## config.mk

```make
export PLATFORM = sky130hd
export DESIGN_NAME = fifo_drain
export DESIGN_NICKNAME = d
export VERILOG_FILES = /design/src/rtl/fifo_drain.sv
export SDC_FILE = /design/constraint.sdc
export NUM_CORES = 1
export LEC_CHECK = 0
export ABC_AREA = 1
export CAP_MARGIN = 20
export CORE_ASPECT_RATIO = 1.5
export CORE_MARGIN = 10
export CORE_UTILIZATION = 47
export CTS_BUF_LIST = sky130_fd_sc_hd__clkbuf_4 sky130_fd_sc_hd__clkbuf_8
export CTS_CLUSTER_DIAMETER = 30
export DETAILED_ROUTE_END_ITERATION = 16
export PLACE_DENSITY = 0.71
export SLEW_MARGIN = 25
export SYNTH_ARGS = -nofsm -noshare
export SYNTH_HDL_FRONTEND = slang
export SYNTH_SLANG_ARGS = --single-unit
```

## constraint.sdc

```tcl
create_clock -name CLK -period 5.6 [get_ports CLK]
set_input_delay 1.12 -clock CLK [delete_from_list [all_inputs] [get_ports CLK]]
set_output_delay 1.12 -clock CLK [all_outputs]
set_load 0.1 [all_outputs]
```

## src/rtl/fifo_drain.sv

```systemverilog
// fifo_drain: drains an 8-bit FIFO into little-endian 32-bit words on a valid/ready master port.
// Define FIFO_DRAIN_TIMEOUT_EN to flush a partial word after TIMEOUT idle cycles.
module fifo_drain #(
  parameter int DEPTH   = 16,
  parameter int CNT_W   = 5,
  parameter int TIMEOUT = 32
) (
  input  logic             CLK,
  input  logic             RSTn,
  input  logic             WEN,
  output logic             REN,
  input  logic [7:0]       RDATA,
  output logic [31:0]      M_DATA,
  output logic [3:0]       M_BE,
  output logic             M_VALID,
  input  logic             M_READY,
  output logic [CNT_W-1:0] LEVEL,
  output logic             OVF
);
  typedef enum logic {FILL, OUT} state_t;
  state_t           r_state, w_next;
  logic [CNT_W-1:0] r_level;
  logic             r_ovf;
  logic [2:0]       r_issued;
  logic             r_inflight;
  logic [1:0]       r_lane;
  logic [31:0]      r_buf, w_buf;
  logic [3:0]       r_cap, w_cap;
  logic [31:0]      r_mdata;
  logic [3:0]       r_mbe;
  logic             r_mvalid;
  logic             w_ren, w_load, w_hs, w_full, w_timeout;
  assign w_full = r_level == CNT_W'(DEPTH);
  assign w_hs   = r_state == OUT && M_READY;
`ifdef FIFO_DRAIN_TIMEOUT_EN
  localparam int IW = $clog2(TIMEOUT + 1);
  logic [IW-1:0] r_idle;
  logic          w_idle;
  // Idle only when a partial word is parked and nothing more can arrive.
  assign w_idle    = r_state == FILL && r_issued != 3'd0 && !r_inflight && r_level == '0;
  assign w_timeout = w_idle && r_idle == IW'(TIMEOUT - 1);
  always_ff @(posedge CLK or posedge RSTn) begin
    if (RSTn) r_idle <= '0;
    else if (w_ren || w_hs || w_timeout) r_idle <= '0;
    else if (w_idle) r_idle <= r_idle + IW'(1);
  end
`else
  assign w_timeout = 1'b0;
`endif
  // Merge the byte landing this cycle so a completed word can be loaded on the same edge.
  always_comb begin
    w_buf = r_buf;
    w_cap = r_cap;
    if (r_inflight) begin
      w_buf[8*r_lane +: 8] = RDATA;
      w_cap[r_lane]        = 1'b1;
    end
  end
  always_comb begin
    w_ren  = 1'b0;
    w_load = 1'b0;
    w_next = r_state;
    if (r_state == FILL) begin
      w_ren  = r_level != '0 && r_issued < 3'd4;
      w_load = (r_inflight && r_lane == 2'd3) || w_timeout;
      w_next = w_load ? OUT : FILL;
    end else begin
      w_next = M_READY ? FILL : OUT;
    end
  end
  always_ff @(posedge CLK or posedge RSTn) begin
    if (RSTn) r_state <= FILL;
    else r_state <= w_next;
  end
  always_ff @(posedge CLK or posedge RSTn) begin
    if (RSTn) begin
      r_level    <= '0;
      r_ovf      <= 1'b0;
      r_issued   <= '0;
      r_inflight <= 1'b0;
      r_lane     <= '0;
      r_buf      <= '0;
      r_cap      <= '0;
      r_mdata    <= '0;
      r_mbe      <= '0;
      r_mvalid   <= 1'b0;
    end else begin
      r_level    <= (WEN && !w_ren && !w_full) ? r_level + CNT_W'(1) :
                    (w_ren && !WEN)            ? r_level - CNT_W'(1) : r_level;
      r_ovf      <= r_ovf | (WEN && !w_ren && w_full);
      r_inflight <= w_ren;
      r_lane     <= r_issued[1:0];
      r_issued   <= w_hs ? 3'd0 : r_issued + {2'b00, w_ren};
      r_buf      <= w_hs ? 32'd0 : w_buf;
      r_cap      <= w_hs ? 4'd0 : w_cap;
      if (w_load) begin
        r_mdata  <= w_buf;
        r_mbe    <= w_cap;
        r_mvalid <= 1'b1;
      end else if (w_hs) begin
        r_mvalid <= 1'b0;
      end
    end
  end
  assign REN     = w_ren;
  assign M_DATA  = r_mdata;
  assign M_BE    = r_mbe;
  assign M_VALID = r_mvalid;
  assign LEVEL   = r_level;
  assign OVF     = r_ovf;
endmodule

```

Word-level counts from Yosys, hierarchy flattened
Index checks and enable logic that the tools add are counted.
{"block": "word_totals", "regBits": 86, "output_inout_bits": 44, "word_cells": 55}
{"block": "classes", "add_sub_neg": 4, "magnitude_cmp": 3, "eq_ne": 2, "shift": 2, "mux": 17, "n_bitwise": 2, "reduce_logical": 14}
{"operator": "$mux 32", "n": 2}
{"operator": "$neg 5->34", "n": 1}
{"operator": "$shift 8x34->32 const A", "n": 1}
{"operator": "$shiftx 8x34->32", "n": 1}
{"operator": "$bwmux 32", "n": 1}
{"operator": "$mux 5", "n": 2}
{"operator": "$logic_and 1x1->1", "n": 8}
{"operator": "$mux 1", "n": 8}
{"operator": "$mux 4", "n": 2}
{"operator": "$add 5x1->5 const B", "n": 1}
{"operator": "$eq 5x5->1 const B", "n": 1}
{"operator": "$reduce_bool 5->1", "n": 1}
{"operator": "$sub 5x1->5 const B", "n": 1}
{"operator": "$or 4x4->4", "n": 1}
{"operator": "$reduce_bool 2->1", "n": 2}
{"operator": "$add 3x1->3", "n": 1}
{"operator": "$logic_not 1->1", "n": 3}
{"operator": "$lt 2x3->1 const B", "n": 1}
{"operator": "$lt 3x3->1 const B", "n": 1}
{"operator": "$mux 3", "n": 1}
{"operator": "$demux 1 s2", "n": 1}
{"operator": "$eq 2x2->1 const B", "n": 1}
{"operator": "$ge 2x1->1 const B", "n": 1}
{"operator": "$or 1x1->1", "n": 1}

Logic depth before layout (Yosys ltp)
Gate-level depths: netlist of run 1.
{"block": "logic_depth", "depth_word": 7, "depth_mapped": 14}

Worst setup path after synthesis of run 1
No wires, ideal clock.
{"block": "synth_path", "path_type": "register -> output", "startpoint": "register r_level[0] (netlist: LEVEL[0])", "endpoint": "output REN", "arrival_ns": 1.679, "required_time_ns": 4.480, "setup_slack_ns": 2.801, "stages_incl_launch_ff": 5, "cell_sequence": "dfrtp_1 > nor2_1 > nand3_1 > nand2_2 > inv_2"}
{"block": "synth_via", "elab_chain_len": 3}
{"element": "start: declaration", "line": "22", "rtl": "logic [CNT_W-1:0] r_level;"}
{"element": "start signal: assignment", "line": "88", "rtl": "r_level <= (WEN && !w_ren && !w_full) ? r_level + CNT_W'(1) :"}
{"element": "$reduce_bool 5->1", "line": "64", "rtl": "w_ren = r_level != '0 && r_issued < 3'd4;"}
{"element": "$logic_and 1x1->1", "line": "64"}
{"element": "$mux 1", "line": "63", "rtl": "if (r_state == FILL) begin"}
{"element": "end: declaration", "line": "11", "rtl": "output logic REN,"}
Every way passes these cells.

Worst setup path after layout of run 1
Ends and elaborated chain as after synthesis.

==> results of run 1 <==
-- sequential cells by signal (all words and copies together), names as in the netlist --
signal,flops
LEVEL,5
M_BE,4
M_DATA,32
M_VALID,1
OVF,1
r_buf,32
r_cap,3
r_inflight,1
r_issued,3
r_lane,2
r_state,1
-- through the flow --
| step | std cells | setup slack, ps |
|---|---|---|
| after global routing | 578 | 2050 |
| after CTS | 578 | 2140 |
| after floorplan | 419 | 2290 |
| after global placement | 564 | 2580 |
| final | 578 | 2170 |
| after detailed placement | 564 | 2560 |
-- per-layer routing --
metal  share of wire  vias up  wire length (um)
li1                -     1409                 -
met5               0        -                 0
met3           0.051        7               410
met4           0.014        0               113
met1            0.39     1312              3190
met2            0.54       59              4380
-- worst max path at each step --
stage / start / endpoint / slack (ps)
floorplan: RSTn / LEVEL[0] / 2290
global placement: r_state / REN / 2580
detailed placement: LEVEL[0] / REN / 2560
CTS: LEVEL[0] / REN / 2140
global route: LEVEL[0] / REN / 2050
finish: LEVEL[0] / REN / 2170
-- Yosys cell counts, types with 3 or more instances --
master and number:
nor2_1 34, nand3_1 13, inv_1 45, buf_6 3, ha_1 14, buf_2 8
nand2_1 125, and2_1 8, o21ai_1 17, dfrtp_1 85, o21ai_0 40, a21o_1 3
-- cell families after synthesis --
kind of cell,count (synthesis),share of synthesized area
and+or+nand+nor,192,0.217
adders and majority gates,15,0.0521
AOI/OAI and AO/OA,63,0.0868
DFF,85,0.567
xor gates and xnor gates,3,0.00701
buffers and inverters,61,0.0697
-- area by class of cell --
| cell class | instances | area (sq um) |
|---|---|---|
| Fill cell | 725 | 3170 |
| Timing Repair Buffer | 56 | 558 |
| Sequential cell | 85 | 2130 |
| Inverter | 48 | 181 |
| Clock buffer | 12 | 153 |
| Tap cell | 102 | 128 |
| Multi-Input combinational cell | 273 | 1360 |
| Clock inverter | 2 | 35.0 |
==> metrics.cfg, run 1 <==
[layout]
fin_util=0.589
final_cell_mix=nand2_1, dfrtp_1, clkdlybuf4s50_1, inv_1, o21ai_0
drive_above_1_share=0.0588
design_area_sq_mm=0.00454
antenna_cells=0
syn2layout_area_growth_pct=21.2
final_common_cell=nand2_1
nNetsFinal=500

[timing]
final_max_slew_viol_count=0
setup_viol=0
hold_ws_ps=383
period_share=0.613
max_slew_margin=0.340
hold_viol=0
worstMarginPinSlew_ps=987
fin_crit_ps=3430
fmax_mhz=291
grt_setup_unrepaired=false
setup-tns-final_ps=0
fin_skew_ps=8.17

[synthesis]
synth_top_area_cell=dfrtp_1
synth-edff-count=0
ys_seq_area_frac=0.567
yosys.area.top_type_share=0.567
synth_cell_types=27
synth_area_leaders=dfrtp_1, nand2_1, o21ai_0
synthesis.area_sq_mm=0.00375
syn_inst=419
postSynth.asyncResetShare=1.00
yosys_warnings=0
yosys_register_bits=85
avgSynthCellArea_sq_um=8.95
yosys_most_used_dff=dfrtp_1
syn_nets=446

[setup_path]
crit_cells=5
rr_worst_depth=6
r2r_start=r_lane[0]
start_kind=register
critPathArrivalTime_ps=2310
path_delay_family=buffers and inverters
r2r_slack_ps=3180
worstPathMaxFanout=5
criticalPathCategory=reg2out
crit_slowest_cell=clkdlybuf4s50_1
worstPathRequired_ps=4480
cpPeakStageDelay_ps=1140
path_buf_inv=2
cp-end-kind=primary output
crit_chain=nor2_1, nand3_1, nand2_2, inv_2, clkdlybuf4s50_1
reg2reg_to=r_buf[0]

[detailed_routing]
drt_iter0_drc=114
antenna_left=0
vias=2787
avgViaCountPerCell=4.82
firstDrtPassIters=4
drc_errors=0
wl_um=8090
wl_per_cell_um=14.0

[placed_design]
placed_cell_area_sq_mm=0.00436
port_buffers=55
dpl.hpwl_um=5940
finalWeightedCongestion=0.829

[floorplan]
dieArea_sq_mm=0.0120
start_util=0.486
num_rows=39
die_width_um=92.9
die_y_um=129
core_sq_mm=0.00771
ioPinCount=56

[min_path]
holdPathEnd=r_lane[1]
min_from=r_issued[1]
holdPathStages=0
hp-class=reg2reg

[grt]
use_met3=0.0503
first_global_vias=2917
antenna_found_initial=0
grt_overflow=0
grt.busiest_layer=met2
grt_first_pass_wirelength_um=13800
globalRouteMet1Util=0.151
gr-usage-met2=0.259
track_usage=0.143
grt_max_degree=60

[clock_network]
hold_buffers=0
numCtsBuffers=9
clk_path_buf_depth=2
post_cts_buffers=0
clockRootBuffer=clkbuf_8
clkLatencyLatePin_ps=360
htree_levels=3
cts_tree=done
cts_sinks=85
postCtsResizedCells=0
cts.clk_slew.worst_paths_ps=70

[run]
cap_violations=0

[status]
outcome=completed

Power of run 1 is left out: the tool's default activity adds up to more than one toggle a clock period on the data nets, which glitch-free logic cannot reach.
==> run 2, diff against run 1 <==
==> constraint.sdc (replaced) <==
create_clock -name CLK -period 3.4 [get_ports CLK]
set_input_delay 0.68 -clock CLK [delete_from_list [all_inputs] [get_ports CLK]]
set_output_delay 0.68 -clock CLK [all_outputs]
set_load 0.1 [all_outputs]
==> run 2 against run 1 <==
Sequential cell count did not move; core utilization down 1.2 points; first-iteration DRC count grew 51%; critical path depth grew 2; clock skew grew 1.1 ps; clock-buffer cell count rose by 3; cell count increased by 0.52%; register-to-register slack worse by 2100 ps; largest cell class unchanged.
==> metrics.cfg, run 2 (synthesis gave the netlist of run 1 again) <==
[status]
outcome=completed

[clock_network]
clockRootBuffer=clkbuf_8
hold_buffers=0
cts_tree=done
post_cts_buffers=0
postCtsResizedCells=0
cts_sinks=85
htree_levels=3
numCtsBuffers=9
clkLatencyLatePin_ps=360
clk_path_buf_depth=2
cts.clk_slew.worst_paths_ps=80

[setup_path]
critPathArrivalTime_ps=2670
reg2reg_to=M_DATA[2]
worstPathRequired_ps=3700
criticalPathCategory=reg2reg
r2r_start=r_lane[0]
crit_start=r_lane[0]
worstPathMaxFanout=13
rr_worst_depth=7
endpoint=M_DATA[2]
cp-end-kind=register
r2r_slack_ps=1030
start_kind=register

[timing]
hold_viol=0
fmax_mhz=422
grt_setup_unrepaired=false
period_share=0.697
setup_viol=0
fin_crit_ps=2370
max_slew_margin=0.448
fin_skew_ps=9.23
worstMarginPinSlew_ps=827
setup_ws_ps=1030
final_max_slew_viol_count=0
setup-tns-final_ps=0

[detailed_routing]
firstDrtPassIters=4
vias=2769
drc_errors=0
wl_um=7930
antenna_left=0
avgViaCountPerCell=4.77
wl_per_cell_um=13.6
drt_iter0_drc=172

[floorplan]
die_y_um=129
ioPinCount=56
core_sq_mm=0.00771
dieArea_sq_mm=0.0120
start_util=0.486
die_width_um=92.9
num_rows=39

[grt]
antenna_found_initial=0
track_usage=0.143
first_global_vias=2892
grt_max_degree=86
grt_first_pass_wirelength_um=13600
grt_overflow=0

[placed_design]
dp.cells=565
finalWeightedCongestion=0.790
port_buffers=55
place_ws_ps=915
dpl.hpwl_um=5740

[layout]
syn2layout_area_growth_pct=18.7
finalNonFillerCells=581
nNetsFinal=501
final_cell_mix=nand2_1, dfrtp_1, buf_4, inv_1, o21ai_0
antenna_cells=0
num-fill-cells=729
final_common_cell=nand2_1
drive_above_1_share=0.157
fin_util=0.577

[min_path]
hp-class=reg2reg

[run]
cap_violations=0

==> run 2: cell types whose count changed in the layout (fill, tap and decap cells not counted) <==
cell | previous run | this run
clkdlybuf4s50_1 | 55 | 11
buf_12 | 0 | 1
bufinv_16 | 1 | 0
buf_4 | 1 | 45
clkbuf_8 | 10 | 11
clkbuf_4 | 2 | 4
==> run 2: worst min-delay path by stage <==
stage / from / end / slack [ps] / cells after the start
2_1_floorplan: r_issued[0] / r_lane[0] / 360 / 0
3_3_place_gp: r_issued[1] / r_lane[1] / 370 / 0
3_5_place_dp: r_issued[0] / r_lane[0] / 370 / 0
4_1_cts: r_issued[0] / r_lane[0] / 390 / 0
5_1_grt: r_issued[0] / r_lane[0] / 410 / 0
6_report: r_issued[0] / r_lane[0] / 390 / 0
==> run 2: metrics by stage <==
stage	hold slack [ps]	area [sq um]
2_1_floorplan	357	3750
3_3_place_gp	367	4270
3_5_place_dp	369	4270
4_1_cts	390	4450
5_1_grt	409	4450
6_report	388	4450
==> run 2: area by class of cell <==
type / count / area [sq um] / area share
Clock buffer: 15 / 181 / 0.0408
Clock inverter: 1 / 5.00 / 0.00112
Multi-Input combinational cell: 273 / 1360 / 0.306
Tap cell: 102 / 128 / 0.0287
Sequential cell: 85 / 2130 / 0.478
Timing Repair Buffer: 57 / 468 / 0.105
Inverter: 48 / 181 / 0.0408
==> run 2: per-layer routing <==
layer / GRT usage / vias up / wire length, um
met5: 0 / - / 0
li1: - / 1412 / -
met4: 0.0710 / 0 / 203
met3: 0.0457 / 14 / 347
met2: 0.245 / 45 / 4120
met1: 0.155 / 1298 / 3250
==> run 2: critical path: stages, from the launching register on <==
cell and delay (ps):
dfrtp_1 590, clkinv_1 400, ha_1 470, inv_1 110, nand4_1 230, o21ai_0 330, nand2_1 110, nand2_1 70
Power of run 2 is left out for the same reason.
